$ cat src/rtl/supervisor_pkg.sv
// Shared types and defaults for the run supervisor and its encoder.
// Pure declarations: no logic, no latency, no flow control.
package supervisor_pkg;

   typedef enum logic [1:0] {
      S_IDLE = 2'd0,
      S_HOLD = 2'd1,
      S_RUN  = 2'd2,
      S_DONE = 2'd3
   } state_t;

   localparam longint unsigned DEF_BUDGET   = 64'd200000000;
   localparam int              DEF_RST_HOLD = 4;

   // A single channel still needs a 1-bit index port.
   function automatic int ch_w(input int n);
      return (n > 1) ? $clog2(n) : 1;
   endfunction

endpackage

$ cat src/rtl/lowest_one_enc.sv
// Lowest-set-bit priority encoder with any-set flag.
// Purely combinational, zero latency, no flow control.
module lowest_one_enc
   import supervisor_pkg::*;
#(
   parameter int N_CH = 1
) (
   input  logic [N_CH-1:0]       hit_vec,
   output logic                  any_set,
   output logic [ch_w(N_CH)-1:0] low_idx
);

   localparam int IDX_W = ch_w(N_CH);

   // Scan from the top so the lowest set index is the last one written.
   always_comb begin
      any_set = |hit_vec;
      low_idx = '0;
      for (int i = N_CH - 1; i >= 0; i--) begin
         if (hit_vec[i]) low_idx = IDX_W'(i);
      end
   end

endmodule

$ cat src/rtl/run_supervisor.sv
// Search run controller: core reset hold, timed run, first-FOUND capture; registered outputs, 1-cycle latency, no backpressure.
// SUPERVISOR_TIMEOUT_EN: defined enforces BUDGET; undefined ties TIMEOUT low and CYCLES saturates.
module run_supervisor
   import supervisor_pkg::*;
#(
   parameter int              N_CH     = 1,
   parameter int              CNT_W    = 32,
   parameter longint unsigned BUDGET   = DEF_BUDGET,
   parameter int              RST_HOLD = DEF_RST_HOLD
) (
   input  logic                  CLK,
   input  logic                  RESET,
   input  logic                  START,
   input  logic                  ABORT,
   input  logic [N_CH-1:0]       FOUND_IN,
   output logic                  CORE_RST_N,
   output logic                  CORE_EN,
   output logic                  BUSY,
   output logic                  DONE,
   output logic                  HIT,
   output logic                  TIMEOUT,
   output logic [ch_w(N_CH)-1:0] HIT_CH,
   output logic [CNT_W-1:0]      CYCLES
);

   localparam int                HOLD_W    = (RST_HOLD > 1) ? $clog2(RST_HOLD) : 1;
   localparam logic [HOLD_W-1:0] HOLD_INIT = HOLD_W'(RST_HOLD - 1);
   localparam logic [CNT_W-1:0]  CNT_LAST  = CNT_W'(BUDGET - 64'd1);
   localparam logic [CNT_W-1:0]  CNT_BUDG  = CNT_W'(BUDGET);
   localparam logic [CNT_W-1:0]  CNT_MAX   = '1;

`ifdef SUPERVISOR_TIMEOUT_EN
   localparam logic TIMEOUT_EN = 1'b1;
`else
   localparam logic TIMEOUT_EN = 1'b0;
`endif

   state_t                  state;
   logic [HOLD_W-1:0]       hold_cnt;
   logic                    found_any;
   logic [ch_w(N_CH)-1:0]   found_idx;
   logic                    budget_end;

   lowest_one_enc #(
      .N_CH (N_CH)
   ) u_enc (
      .hit_vec (FOUND_IN),
      .any_set (found_any),
      .low_idx (found_idx)
   );

   assign budget_end = TIMEOUT_EN && (CYCLES == CNT_LAST);

   always_ff @(posedge CLK or negedge RESET) begin
      if (!RESET) begin
         state      <= S_IDLE;
         hold_cnt   <= '0;
         CORE_RST_N <= 1'b0;
         CORE_EN    <= 1'b0;
         BUSY       <= 1'b0;
         DONE       <= 1'b0;
         HIT        <= 1'b0;
         TIMEOUT    <= 1'b0;
         HIT_CH     <= '0;
         CYCLES     <= '0;
      end else begin
         case (state)
            S_IDLE, S_DONE: begin
               // Cores leave reset on the first edge after RESET releases.
               CORE_RST_N <= 1'b1;
               if (START) begin
                  state      <= S_HOLD;
                  hold_cnt   <= HOLD_INIT;
                  CORE_RST_N <= 1'b0;
                  CORE_EN    <= 1'b0;
                  BUSY       <= 1'b1;
                  DONE       <= 1'b0;
                  HIT        <= 1'b0;
                  TIMEOUT    <= 1'b0;
                  HIT_CH     <= '0;
                  CYCLES     <= '0;
               end
            end
            S_HOLD: begin
               if (ABORT) begin
                  state      <= S_IDLE;
                  CORE_RST_N <= 1'b1;
                  BUSY       <= 1'b0;
               end else if (hold_cnt == '0) begin
                  state      <= S_RUN;
                  CORE_RST_N <= 1'b1;
                  CORE_EN    <= 1'b1;
               end else begin
                  hold_cnt <= hold_cnt - HOLD_W'(1);
               end
            end
            S_RUN: begin
               // ABORT beats FOUND beats timeout on the same cycle.
               if (ABORT) begin
                  state   <= S_IDLE;
                  CORE_EN <= 1'b0;
                  BUSY    <= 1'b0;
               end else if (found_any) begin
                  state   <= S_DONE;
                  CORE_EN <= 1'b0;
                  BUSY    <= 1'b0;
                  DONE    <= 1'b1;
                  HIT     <= 1'b1;
                  HIT_CH  <= found_idx;
               end else if (budget_end) begin
                  state   <= S_DONE;
                  CORE_EN <= 1'b0;
                  BUSY    <= 1'b0;
                  DONE    <= 1'b1;
                  TIMEOUT <= 1'b1;
                  CYCLES  <= CNT_BUDG;
               end else if (CYCLES != CNT_MAX) begin
                  CYCLES <= CYCLES + CNT_W'(1);
               end
            end
            default: state <= S_IDLE;
         endcase
      end
   end

endmodule
$ cat config.mk
export PLATFORM = sky130hd
export DESIGN_NAME = run_supervisor
export DESIGN_NICKNAME = d
export VERILOG_FILES = /design/src/rtl/supervisor_pkg.sv /design/src/rtl/lowest_one_enc.sv /design/src/rtl/run_supervisor.sv
export SDC_FILE = /design/constraint.sdc
export NUM_CORES = 1
export LEC_CHECK = 0
export CAP_MARGIN = 5
export CORE_MARGIN = 1
export CORE_UTILIZATION = 55
export CTS_CLUSTER_DIAMETER = 100
export DETAILED_ROUTE_END_ITERATION = 8
export GPL_TIMING_DRIVEN = 0
export PLACE_DENSITY = 0.91
export SYNTH_ARGS = -nofsm -noshare
export SYNTH_HDL_FRONTEND = slang
export SYNTH_SLANG_ARGS = --single-unit
$ cat constraint.sdc
create_clock -name CLK -period 4.04 [get_ports CLK]
set_clock_uncertainty 0.1 [all_clocks]
set_input_delay 0.404 -clock CLK [delete_from_list [all_inputs] [get_ports CLK]]
set_output_delay 0.404 -clock CLK [all_outputs]
set_load 0.05 [all_outputs]
Word-level counts from Yosys, hierarchy flattened. Cells that the tools add are included.

Bits in registers: 41. Bits of input ports: 5. Word-level logic and storage cells: 69.

Add/sub/neg operators: 2. Eq/ne operators: 15. Multiplexer cells: 32. Reduce and logical (&&, ||, !) cells: 12.

Operators by type and width (number): $mux 32 (4); $pmux 32 s2 (1); $add 32x1->32 const B (1); $ne 32x32->1 const B (1); $ne 2x2->1 const B (9); $mux 2 (8); $mux 1 (12); $reduce_and 4->1 (3); $ne 3x3->1 const B (2); $pmux 1 s2 (3); $pmux 1 s3 (2); $pmux 2 s3 (1); $reduce_and 3->1 (2); $reduce_and 5->1 (1); $eq 2x2->1 const B (2); $logic_not 2->1 (2); $pmux 2 s2 (1); $reduce_bool 2->1 (2); $eq 2x1->1 const B (1); $reduce_and 2->1 (1); $reduce_or 2->1 (1); $sub 2x1->2 const B (1).

Depth between registers and ports, before layout. Gate-level depths: netlist (run 1).

Depth after elaboration: 5. Mapped depth: 9.

By module. Synthesis (run 1) repeated with hierarchy kept, for this count alone.

Cells, all modules: 302. Area total of the unflattened synthesis: 2642.5 sq um.

Modules (own cells, without submodules): run_supervisor (times used 1, cells each 299, area each 2623.8 sq um); lowest_one_enc (times used 1, cells each 3, area each 18.8 sq um).

Worst setup path after synthesis (run 1). No wires, ideal clock.

Kind: flip-flop to flip-flop. Start point: register CYCLES[0]. End point: register CYCLES[28]. Setup time: 124 ps. Data arrival time: 2113 ps. Path slack: 1704 ps. Cell stages (with the launch flop): 8. Period minus slack after synthesis: 2336 ps. Cell sequence: dfrtp_1 > ha_1 > nand3_1 > nor4_4 > buf_6 > nand3b_2 > o211a_1 > a211o_1.

Word-level cells in the longest chain between the ends: 5. Elaborated cells on any way between the ends: 8. Classes of those cells: add/sub: 1; eq/ne: 2; mux: 4; reduce/logical: 1.

RTL lines: from (decl) (line run_supervisor.sv:23) `output logic [CNT_W-1:0] CYCLES`; from (signal assigned) (line run_supervisor.sv:118) `CYCLES <= CYCLES + CNT_W'(1);`; $add 32x1->32 (line run_supervisor.sv:118); $mux 32 (line run_supervisor.sv:117) `end else if (CYCLES != CNT_MAX) begin`; $mux 32 (line run_supervisor.sv:103) `end else if (found_any) begin`; $mux 32 (line run_supervisor.sv:99) `if (ABORT) begin`; $pmux 32 s2 (line run_supervisor.sv:67) `case (state)`.

Parallel ways exist; a longest one is shown, timed or not. The select of a mux whose other input is x is not followed. A chain may end at the register's enable or synchronous reset.

Worst setup path after layout (run 1).
Start point: register state[0]. End point: register CYCLES[25].

Word-level cells in the longest chain between the ends: 4. Elaborated cells on any way between the ends: 11. Classes of those cells: eq/ne: 6; mux: 1; reduce/logical: 4.

RTL lines: from (decl) (line run_supervisor.sv:38) `state_t state;`; from (signal assigned) (line run_supervisor.sv:56) `state <= S_IDLE;`; from (signal assigned) (line run_supervisor.sv:72) `state <= S_HOLD;`; from (signal assigned) (line run_supervisor.sv:86) `state <= S_IDLE;`; $eq 2x2->1 or $logic_not 2->1 (tied branches) (line run_supervisor.sv:67); $reduce_or 2->1 (line run_supervisor.sv:67); $ne 2x2->1 (no line) or $reduce_bool 2->1 (tied branches); $reduce_and 5->1 (no line).

Parallel ways exist; a longest one is shown, timed or not.

==> metrics.csv, run 1 <==
metric,value,unit
Setup Viol. Count Final,0,
Residual DRC,0,
Core ar.,4140,µm²
Max Fanout on Critical Path,10,
Buf/Inv on CP,2,
combinational family with the most area after synthesis,simple AND/OR/NAND/NOR gates,
fillers,331,
achievable frequency,0.380,GHz
Worst Hold Class,in -> async,
Synth area leaders,"dfrtp_1, nand3_1, nand2_1",
hold buffers post-CTS,0,
final hold vios,0,
mux cell area share after synthesis,3.73,%
worst skew pair latency,0.29,ns
Leakage,1.28,nW
Worst Tran Pin Value,0.927,ns
CTS root buffer,clkbuf_8,
Total GRT Usage,29.4,%
DRT iter0 DRCs,194,
initial antenna violation count,0,
Yosys top cell by area,dfrtp_1,
PD cells,435,nW/µm²
CP required,4.15,ns
Slew HR,38.2,%
Routed Antenna Nets,0,
CP max stage delay,0.75,ns
CP arrival,2.74,ns
wire per inst,16.6,µm
Final #Nets,336,
CTS tree,done,
largest net degree at the start of global routing,41,
"Slowest-stage cell, CP",a31oi_1,
number of synthesized flops with an enable pin,0,
DIE HEIGHT,68.7,µm
Synth warnings,0,
Clock power frac,21.3,%
Pwr Total,0.00131,W
syn avg cell area,8.80,µm²
Seq pwr share,35.1,%
routed wire length,6.27,mm
Final HPWL DP,4.31,mm
post-CTS setup buffers,0,
Via density,6.37,
xor-xnor portion of the synthesized cell area,0,%
adder-cell area share of the yosys netlist,2.04,%
worst path cell trace,"inv_1, ha_1, clkbuf_1, nand3_1, a31oi_1, nand4_1, o21ai_0",
Switch Pwr,0.000567,W
status,completed,
Area Growth Syn to Fin,23.0,%
Synth Flop Type,dfrtp_1,
CTS H-tree lvls,2,
input/output buffers,41,
post-synth top area share,40.9,%
Initial Util,59.1,%
cell family with most CP delay,compound AO/OA/AOI/OAI gates,
top-count cell post-synth,dfrtp_1,
Netlist cell types,51,
die outline width,68.7,µm
clk buf depth,2,
vias in the first global route,2140,
Post-Synth Simple-Gate Area,29.4,%
Final Cycle Share,65.1,%
first-pass detailed-route iteration total,5,
total via count in the routed design,2409,
internal power,0.000742,W
fraction of layout cells with a size suffix above 1,7.93,%
RSZ-0062 raised after global routing,false,
Max-Cap Viols,0,
io pins,44,
grt total ovfl,0,
sw frac,43.3,%
clock-pin slew on the worst setup and hold paths,0.08,ns
Synth Area in Compound Gates,18.5,%
GPL Wtd Cong,0.863,
Worst setup EP type,flip-flop,
Syn Inst Count,278,
CP Class,reg -> reg,
FP Rows,23,
CTS buffer count,5,
share of synthesized registers carrying an async set or reset,100,%
peak supply drop,0.459,mV
post-synthesis sequential area ratio,40.9,%
max-slew violations,0,
# diodes,0,
Post-synth top cells,"dfrtp_1, nand2_1, nand3_1",
"Min Clock Period, post-route",2.63,ns
die footprint,4720,µm²
setup TNS,0,ns
crit start category,flip-flop,
first-pass GRT wire length,10.1,mm
mapped cell area,2450,µm²
Yosys reg bits,40,
Resize count post-CTS,0,
Gate power share,43.5,%
CTS sink cnt,40,
-- layer usage --
layer / wire (µm) / share of wire (%) / GRT usage, % / vias up
met2: 2950 / 47 / 47.3 / 108
li1: - / - / - / 1136
met5: 0 / 0 / 0 / -
met4: 100 / 1.6 / 11.5 / 0
met3: 471 / 7.5 / 5.76 / 13
met1: 2750 / 44 / 39.0 / 1152
-- path summary, 6_finish.rpt --
path,to,startpoint,depth (start not counted),slack (ns)
min reg2reg,CORE_EN$_DFFE_PN0P_,CORE_EN$_DFFE_PN0P_,1,0.39
max in group asynchronous,CYCLES[28]$_DFFE_PN0P_,RESET,1,3.12
max,CYCLES[25]$_DFFE_PN0P_,state[0]$_DFFE_PN0P_,7,1.41
max reg2reg,CYCLES[25]$_DFFE_PN0P_,state[0]$_DFFE_PN0P_,7,1.41
min in group CLK,CORE_EN$_DFFE_PN0P_,CORE_EN$_DFFE_PN0P_,1,0.39
min,CYCLES[0]$_DFFE_PN0P_,RESET,1,0.14
-- state kept, by name, summed over array words and instances (netlist names) --
name,flops
hold_cnt,2
CYCLES,32
state,2
HIT,1
BUSY,1
CORE_EN,1
CORE_RST_N,1
-- stage by stage --
stage	hold WS (ns)	util [%]	instances	instance area [µm²]	setup WS, ns
5_1_grt	0.219	72.6	378	3010	1.16
4_1_cts	0.170	72.6	378	3010	1.45
2_1_floorplan	0.00841	-	279	2450	1.70
3_3_place_gp	0.373	70.6	370	2920	1.39
6_report	0.140	72.6	378	3010	1.41
3_5_place_dp	0.377	70.4	370	2920	1.34
-- cells by family (layout without fill, tap and decap cells) --
logic type | Yosys count | in the layout
and+or+nand+nor | 130 | 130
AOI/OAI and AO/OA | 67 | 67
DFF | 40 | 40
buffers and inverters | 27 | 76
muxes | 9 | 9
adders and majority gates | 4 | 4
other | 1 | 2
-- cells in the final DEF, fill, tap and decap left out, types with 2 or more instances in the layout --
| cell | netlist | final |
|---|---|---|
| a22oi_1 | 2 | 2 |
| o211ai_1 | 7 | 7 |
| nor4_1 | 2 | 2 |
| clkbuf_8 | 0 | 6 |
| inv_1 | 11 | 11 |
| nand4_1 | 8 | 8 |
| or4_1 | 4 | 4 |
| clkdlybuf4s50_1 | 0 | 40 |
| ha_1 | 4 | 4 |
| nand3_1 | 29 | 29 |
| a211o_1 | 3 | 3 |
| or3_1 | 6 | 6 |
| nand4b_1 | 4 | 4 |
| conb_1 | 1 | 2 |
| a21oi_1 | 10 | 10 |
| a31oi_1 | 8 | 8 |
| dfrtp_1 | 40 | 40 |
| nand2_1 | 35 | 35 |
| o22a_1 | 2 | 2 |
| o21ai_0 | 17 | 17 |
| a21o_1 | 2 | 2 |
| and3_1 | 7 | 7 |
| mux2i_1 | 8 | 8 |
| nor4b_1 | 2 | 2 |
| o21a_1 | 2 | 2 |
| clkbuf_1 | 6 | 8 |
| and4_1 | 2 | 2 |
| nor2_1 | 14 | 14 |
| o211a_1 | 2 | 2 |
| buf_2 | 6 | 7 |
| nor3_1 | 8 | 8 |
| o311ai_0 | 3 | 3 |
| buf_4 | 3 | 3 |
-- power groups by stage --
stage	Clock, W	Combinational [W]	Sequential (W)
CTS	0.000281	0.000560	0.000460
global route	0.000296	0.000614	0.000465
floorplan	0	0.000327	0.000526
global placement	0	0.000541	0.000466
detailed placement	0	0.000558	0.000467
finish	0.000279	0.000570	0.000460
-- cell type report --
class / instances / area [µm²] / area share [%]
multi-input combinational: 212 / 1320 / 44.0
sequential: 40 / 1000 / 33.3
timing repair buffer: 41 / 405 / 13.5
clock buffer: 8 / 90.1 / 2.99
buffer: 16 / 86.3 / 2.87
tap: 50 / 62.6 / 2.08
inverter: 11 / 41.3 / 1.37
(Power assumes the default switching activity.)
==> run 2: changes to the inputs <==
- CORE_UTILIZATION: 55 -> 48
- PLACE_DENSITY: 0.91 -> 0.85
- clock period: 4.04 -> 2.3 ns (I/O delays scaled with it)
==> run 2 against run 1 <==
- worst hold slack gained 0.011 ns
- sequential share of layout area shrank 2.3 points
- non-clock buffer count grew 11
- clock power grew 110%
- critical path depth grew 2
- count of clock-buffer cells in the layout shrank 2
- core utilization shrank 5.4 points
- global-route usage shrank 3.6 points
- cell count grew 7.4%
- cell area grew 7.5%
- die area grew 14%
- power grew 99%
- critical endpoint unchanged
- largest cell class unchanged
==> metrics.csv, run 2 (same netlist as run 1, synthesis figures left out) <==
metric,value,unit,change
status,completed,,
Initial Util,50.8,%,-8.3 points
total via count in the routed design,2519,,+4.6%
FP Rows,25,,+8.7%
die footprint,5390,µm²,+14%
Biggest register,CYCLES,,
io pins,44,,unchanged
Gate power share,46.8,%,+3.3 points
Max Fanout on Critical Path,10,,unchanged
Total GRT Usage,25.9,%,-3.6 points
CTS sink cnt,40,,unchanged
achievable frequency,0.443,GHz,+16%
Slew HR,60.4,%,+22 points
reg2reg start,state[0]$_DFFE_PN0P_,,
vias in the first global route,2234,,+4.4%
CTS tree,done,,
DRT iter0 DRCs,276,,+42%
CP required,2.37,ns,-1.78 ns
Critical path origin,state[0]$_DFFE_PN0P_,,
"most common cell after layout, fill and taps aside",clkdlybuf4s50_1,,
cell family with most CP delay,compound AO/OA/AOI/OAI gates,,
largest net degree at the start of global routing,40,,-2.4%
grt total ovfl,0,,unchanged
final hold vios,0,,unchanged
routed wire length,6.76,mm,+7.9%
Residual DRC,0,,unchanged
"Slowest-stage cell, CP",dfrtp_1,,
die outline width,73.4,µm,+6.8%
Clock power frac,22.2,%,+0.9 points
Area Growth Syn to Fin,32.2,%,
clk buf depth,2,,unchanged
DIE HEIGHT,73.4,µm,+6.8%
Worst setup EP type,flip-flop,,
Max-Cap Viols,0,,unchanged
Leakage,1.41,nW,+9.9%
Core ar.,4820,µm²,+16%
worst setup margin,0.0406,ns,-1.37 ns
CTS buffer count,5,,unchanged
initial antenna violation count,0,,unchanged
Setup WS pre-CTS,-0.297,ns,-1.64 ns
Switch Pwr,0.00106,W,+87%
CP max stage delay,0.35,ns,-0.40 ns
Largest regs,"CYCLES: 32 flops, hold_cnt: 2 flops, state: 2 flops",,
CTS H-tree lvls,2,,unchanged
Final #Nets,347,,+3.3%
fillers,408,,+23%
crit start category,flip-flop,,
Final Non-Filler Cells,406,,+7.4%
placed cell count,388,,+4.9%
max-slew violations,0,,unchanged
first-pass detailed-route iteration total,5,,unchanged
first-pass GRT wire length,10.7,mm,+5.5%
input/output buffers,41,,unchanged
CP Class,reg -> reg,,
Buf/Inv on CP,3,,+1
Worst Tran Pin Value,0.595,ns,-0.333 ns
fraction of layout cells with a size suffix above 1,14.5,%,+6.5 points
Via density,6.20,,-2.6%
CTS root buffer,clkbuf_8,,
Final HPWL DP,4.42,mm,+2.6%
Seq pwr share,31.0,%,-4.1 points
GPL Wtd Cong,0.838,,-3.0%
"Min Clock Period, post-route",2.26,ns,-0.370 ns
Final Cycle Share,98.2,%,+33 points
peak supply drop,0.672,mV,+46%
wire per inst,16.7,µm,+0.42%
Setup Viol. Count Final,0,,unchanged
"commonest non-fill, non-tap cells in the layout","clkdlybuf4s50_1, dfrtp_1, nand2_1",,
Routed Antenna Nets,0,,unchanged
most frequent CP cell,o21ai_0,,
worst path cell trace,"inv_1, ha_1, buf_6, nand2b_4, o211ai_1, a41o_2, buf_4, o21ai_0, o21ai_0",,
PD cells,805,nW/µm²,+85%
worst skew pair latency,0.30,ns,about the same
# diodes,0,,unchanged
internal power,0.00155,W,+110%
max reg flops,32,,unchanged
CP arrival,2.33,ns,-0.41 ns
sw frac,40.7,%,-2.7 points
Worst Hold Class,in -> async,,
clock-pin slew on the worst setup and hold paths,0.08,ns,about the same
-- run 2: cell type report --
cell class,instances,area (µm²),share of cell area [%]
buffer,15,108,3.33
clock buffer,6,72.6,2.24
clock inverter,2,35.0,1.08
inverter,11,41.3,1.28
multi-input combinational,212,1380,42.7
sequential,40,1000,31.0
tap,67,83.8,2.59
timing repair buffer,53,510,15.8
-- run 2: worst paths after layout --
path,endpoint,slack (ns),cells after the start
setup reg to reg,CYCLES[25]$_DFFE_PN0P_,0.04,9
min in group CLK,CORE_EN$_DFFE_PN0P_,0.40,1
max in group asynchronous,CYCLES[2]$_DFFE_PN0P_,1.53,3
hold / removal,CYCLES[19]$_DFFE_PN0P_,0.15,2
hold reg to reg,CORE_EN$_DFFE_PN0P_,0.40,1
setup / recovery,CYCLES[25]$_DFFE_PN0P_,0.04,9
-- run 2: layer usage --
metal / global-route usage, % / vias to the layer above / share of wire (%)
met2: 41.8 / 109 / 50
li1: - / 1162 / -
met1: 34.0 / 1233 / 42
met4: 9.62 / 0 / 2.1
met3: 5.90 / 15 / 6.3
met5: 0 / - / 0
-- run 2: power groups by stage --
stage               Combinational [W]  Clock [W]  Sequential (W)
CTS                           0.00107   0.000583        0.000808
global route                  0.00131   0.000609        0.000816
detailed placement           0.000995          0        0.000822
finish                        0.00122   0.000578        0.000809
floorplan                    0.000575          0        0.000926
global placement             0.000961          0        0.000820
-- run 2: what timing repair did --
action                                 in CTS  in global routing
endpoints found under the hold margin      40                  0
setup endpoints to repair                  30                 22
hold buffers                                1                  0
pin swaps                                   1                  2
buffers inserted                            1                  9
gates resized for setup                     9                 13
-- run 2: stage by stage --
stage | TNS (ns) | total power (W) | util (%) | instance area [µm²] | hold WS [ns]
5_1_grt | -0.0996 | 0.00274 | 67.2 | 3240 | 0.160
3_3_place_gp | -9.14 | 0.00178 | 61.2 | 2950 | 0.386
2_1_floorplan | 0 | 0.00150 | - | 2450 | -0.166
6_report | 0 | 0.00261 | 67.2 | 3240 | 0.151
4_1_cts | 0 | 0.00246 | 64.8 | 3120 | 0.150
3_5_place_dp | -3.96 | 0.00182 | 61.5 | 2960 | -0.0699
==> run 3: changes to the inputs <==
- CORE_UTILIZATION: 48 -> 49
- CTS_BUF_LIST: default -> sky130_fd_sc_hd__clkbuf_8
- PLACE_DENSITY: 0.85 -> 0.86
==> run 3 against run 2 <==
- sequential share of layout area is 0.52 points higher
- combinational power fell by 9%
- count of clock-buffer cells in the layout unchanged
- wire length decreased by 3.4%
- sequential power about the same
- non-clock buffer count is 1 lower
- first-iteration DRC count grew 33%
- setup slack improved by 0.055 ns
- maximum frequency up 2.5%
- register-to-register slack better by 0.05 ns
- die area down 2.0%
- cell count fell by 0.25%
- largest power group unchanged
- highest routed layer unchanged
==> metrics.csv, run 3 (same netlist as run 1, synthesis figures left out) <==
metric,value,unit,change
routed wire length,6.53,mm,-3.4%
max reg flops,32,,unchanged
clk buf depth,2,,unchanged
Final #Nets,346,,-0.29%
Finished Cell Area,3180,µm²,-1.7%
FP Rows,25,,unchanged
Core ar.,4750,µm²,-1.3%
Worst setup EP type,flip-flop,,
initial antenna violation count,0,,unchanged
crit start category,flip-flop,,
CTS tree,done,,
peak supply drop,0.680,mV,+1.1%
Routed Antenna Nets,0,,unchanged
CP required,2.35,ns,-0.02 ns
Final HPWL DP,4.37,mm,-1.2%
CTS sink cnt,40,,unchanged
vias in the first global route,2176,,-2.6%
Largest regs,"CYCLES: 32 flops, hold_cnt: 2 flops, state: 2 flops",,
Hold Slack,0.322,ns,+0.171 ns
CTS buffer count,5,,unchanged
final hold vios,0,,unchanged
Slew HR,61.0,%,+0.65 points
fillers,392,,-3.9%
grt total ovfl,0,,unchanged
total via count in the routed design,2525,,+0.24%
GPL Wtd Cong,0.884,,+5.5%
fraction of layout cells with a size suffix above 1,13.6,%,-0.84 points
Max-Cap Viols,0,,unchanged
achievable frequency,0.454,GHz,+2.5%
"Min Clock Period, post-route",2.20,ns,-0.0547 ns
DRT iter0 DRCs,368,,+33%
CTS H-tree lvls,2,,unchanged
Worst Tran Pin Value,0.585,ns,-0.00973 ns
Setup WS pre-CTS,-0.315,ns,-0.0184 ns
CP arrival,2.26,ns,-0.07 ns
Area Growth Syn to Fin,30.0,%,
die footprint,5280,µm²,-2.0%
first-pass GRT wire length,10.5,mm,-1.8%
DIE HEIGHT,72.7,µm,-1.0%
Initial Util,51.5,%,+0.67 points
Biggest register,CYCLES,,
worst skew pair latency,0.30,ns,about the same
"most common cell after layout, fill and taps aside",clkdlybuf4s50_1,,
setup TNS,0,ns,unchanged
clock-pin slew on the worst setup and hold paths,0.08,ns,about the same
input/output buffers,41,,unchanged
Util after Layout,66.9,%,-0.25 points
largest net degree at the start of global routing,41,,+2.5%
Final Cycle Share,95.9,%,-2.4 points
Max Fanout on Critical Path,7,,-3
Placed Area,2960,µm²,unchanged
max-slew violations,0,,unchanged
io pins,44,,unchanged
die outline width,72.7,µm,-1.0%
Worst R2R Path Depth,6,,-3
"commonest non-fill, non-tap cells in the layout","clkdlybuf4s50_1, dfrtp_1, nand2_1",,
CTS root buffer,clkbuf_8,,
wire per inst,16.1,µm,-3.2%
CP Class,reg -> reg,,
Residual DRC,0,,unchanged
# diodes,0,,unchanged
worst setup margin,0.0953,ns,+0.0547 ns
PD cells,761,nW/µm²,-5.4%
Worst Hold Class,in -> async,,
Setup Viol. Count Final,0,,unchanged
Total GRT Usage,25.8,%,-0.085 points
first-pass detailed-route iteration total,5,,unchanged
status,completed,,
Leakage,1.37,nW,-3.2%
Via density,6.23,,+0.49%
==> run 3: routing by layer <==
metal	wire [µm]	GRT usage, %	vias to the layer above
li1	-	-	1170
met3	523	5.94	17
met1	2800	34.8	1195
met2	3060	40.2	143
met5	0	0	-
met4	153	10.2	0
==> run 3: what timing repair did <==
action | 4_1_cts | 5_1_grt
pin swaps | 1 | 1
resized for setup | 6 | 10
buffers inserted | 1 | 7
endpoints found under the setup margin | 27 | 30
hold buffers | 1 | 0
hold endpoints to repair | 40 | 0
==> run 3: through the flow <==
step,total power (W),std cells
after floorplan,0.00150,279
after global placement,0.00177,387
after detailed placement,0.00180,388
after CTS,0.00233,398
after global routing,0.00256,405
final,0.00242,405
==> run 3: final cells by class <==
type                    instances  area (µm²)  area share, %
multi-input cells             212        1360           42.9
flip-flops and latches         40        1000           31.5
repair buffers                 51         495           15.6
plain buffers                  16        96.3           3.03
well taps                      67        83.8           2.63
clock buffers                   6        82.6           2.60
inverters                      11        41.3           1.30
clock inverters                 2        15.0          0.472
==> run 3: power by group <==
part           internal [W]  leakage (nW)  switching [W]
logic              0.000387         0.783       0.000720
registers          0.000766         0.539      0.0000455
clock network      0.000243        0.0434       0.000261
==> run 3: worst max-delay path: stages, from the launching register on <==
cell      delay, ns
dfrtp_2        0.43
ha_1           0.22
nand3_1        0.26
or4_1          0.54
a211oi_2       0.19
mux2i_1        0.21
o21ai_0        0.11
==> run 3: path summary, 6_finish.rpt <==
| check | end | slack, ns | start |
|---|---|---|---|
| worst min register to register | hold_cnt[0]$_DFFE_PN0P_ | 0.41 | hold_cnt[0]$_DFFE_PN0P_ |
| worst max-delay path | CYCLES[16]$_DFFE_PN0P_ | 0.1 | CYCLES[0]$_DFFE_PN0P_ |
| worst min-delay path | CYCLES[5]$_DFFE_PN0P_ | 0.32 | RESET |
| min in group CLK | hold_cnt[0]$_DFFE_PN0P_ | 0.41 | hold_cnt[0]$_DFFE_PN0P_ |
| worst max register to register | CYCLES[16]$_DFFE_PN0P_ | 0.1 | CYCLES[0]$_DFFE_PN0P_ |
| max in group asynchronous | CYCLES[1]$_DFFE_PN0P_ | 1.57 | RESET |
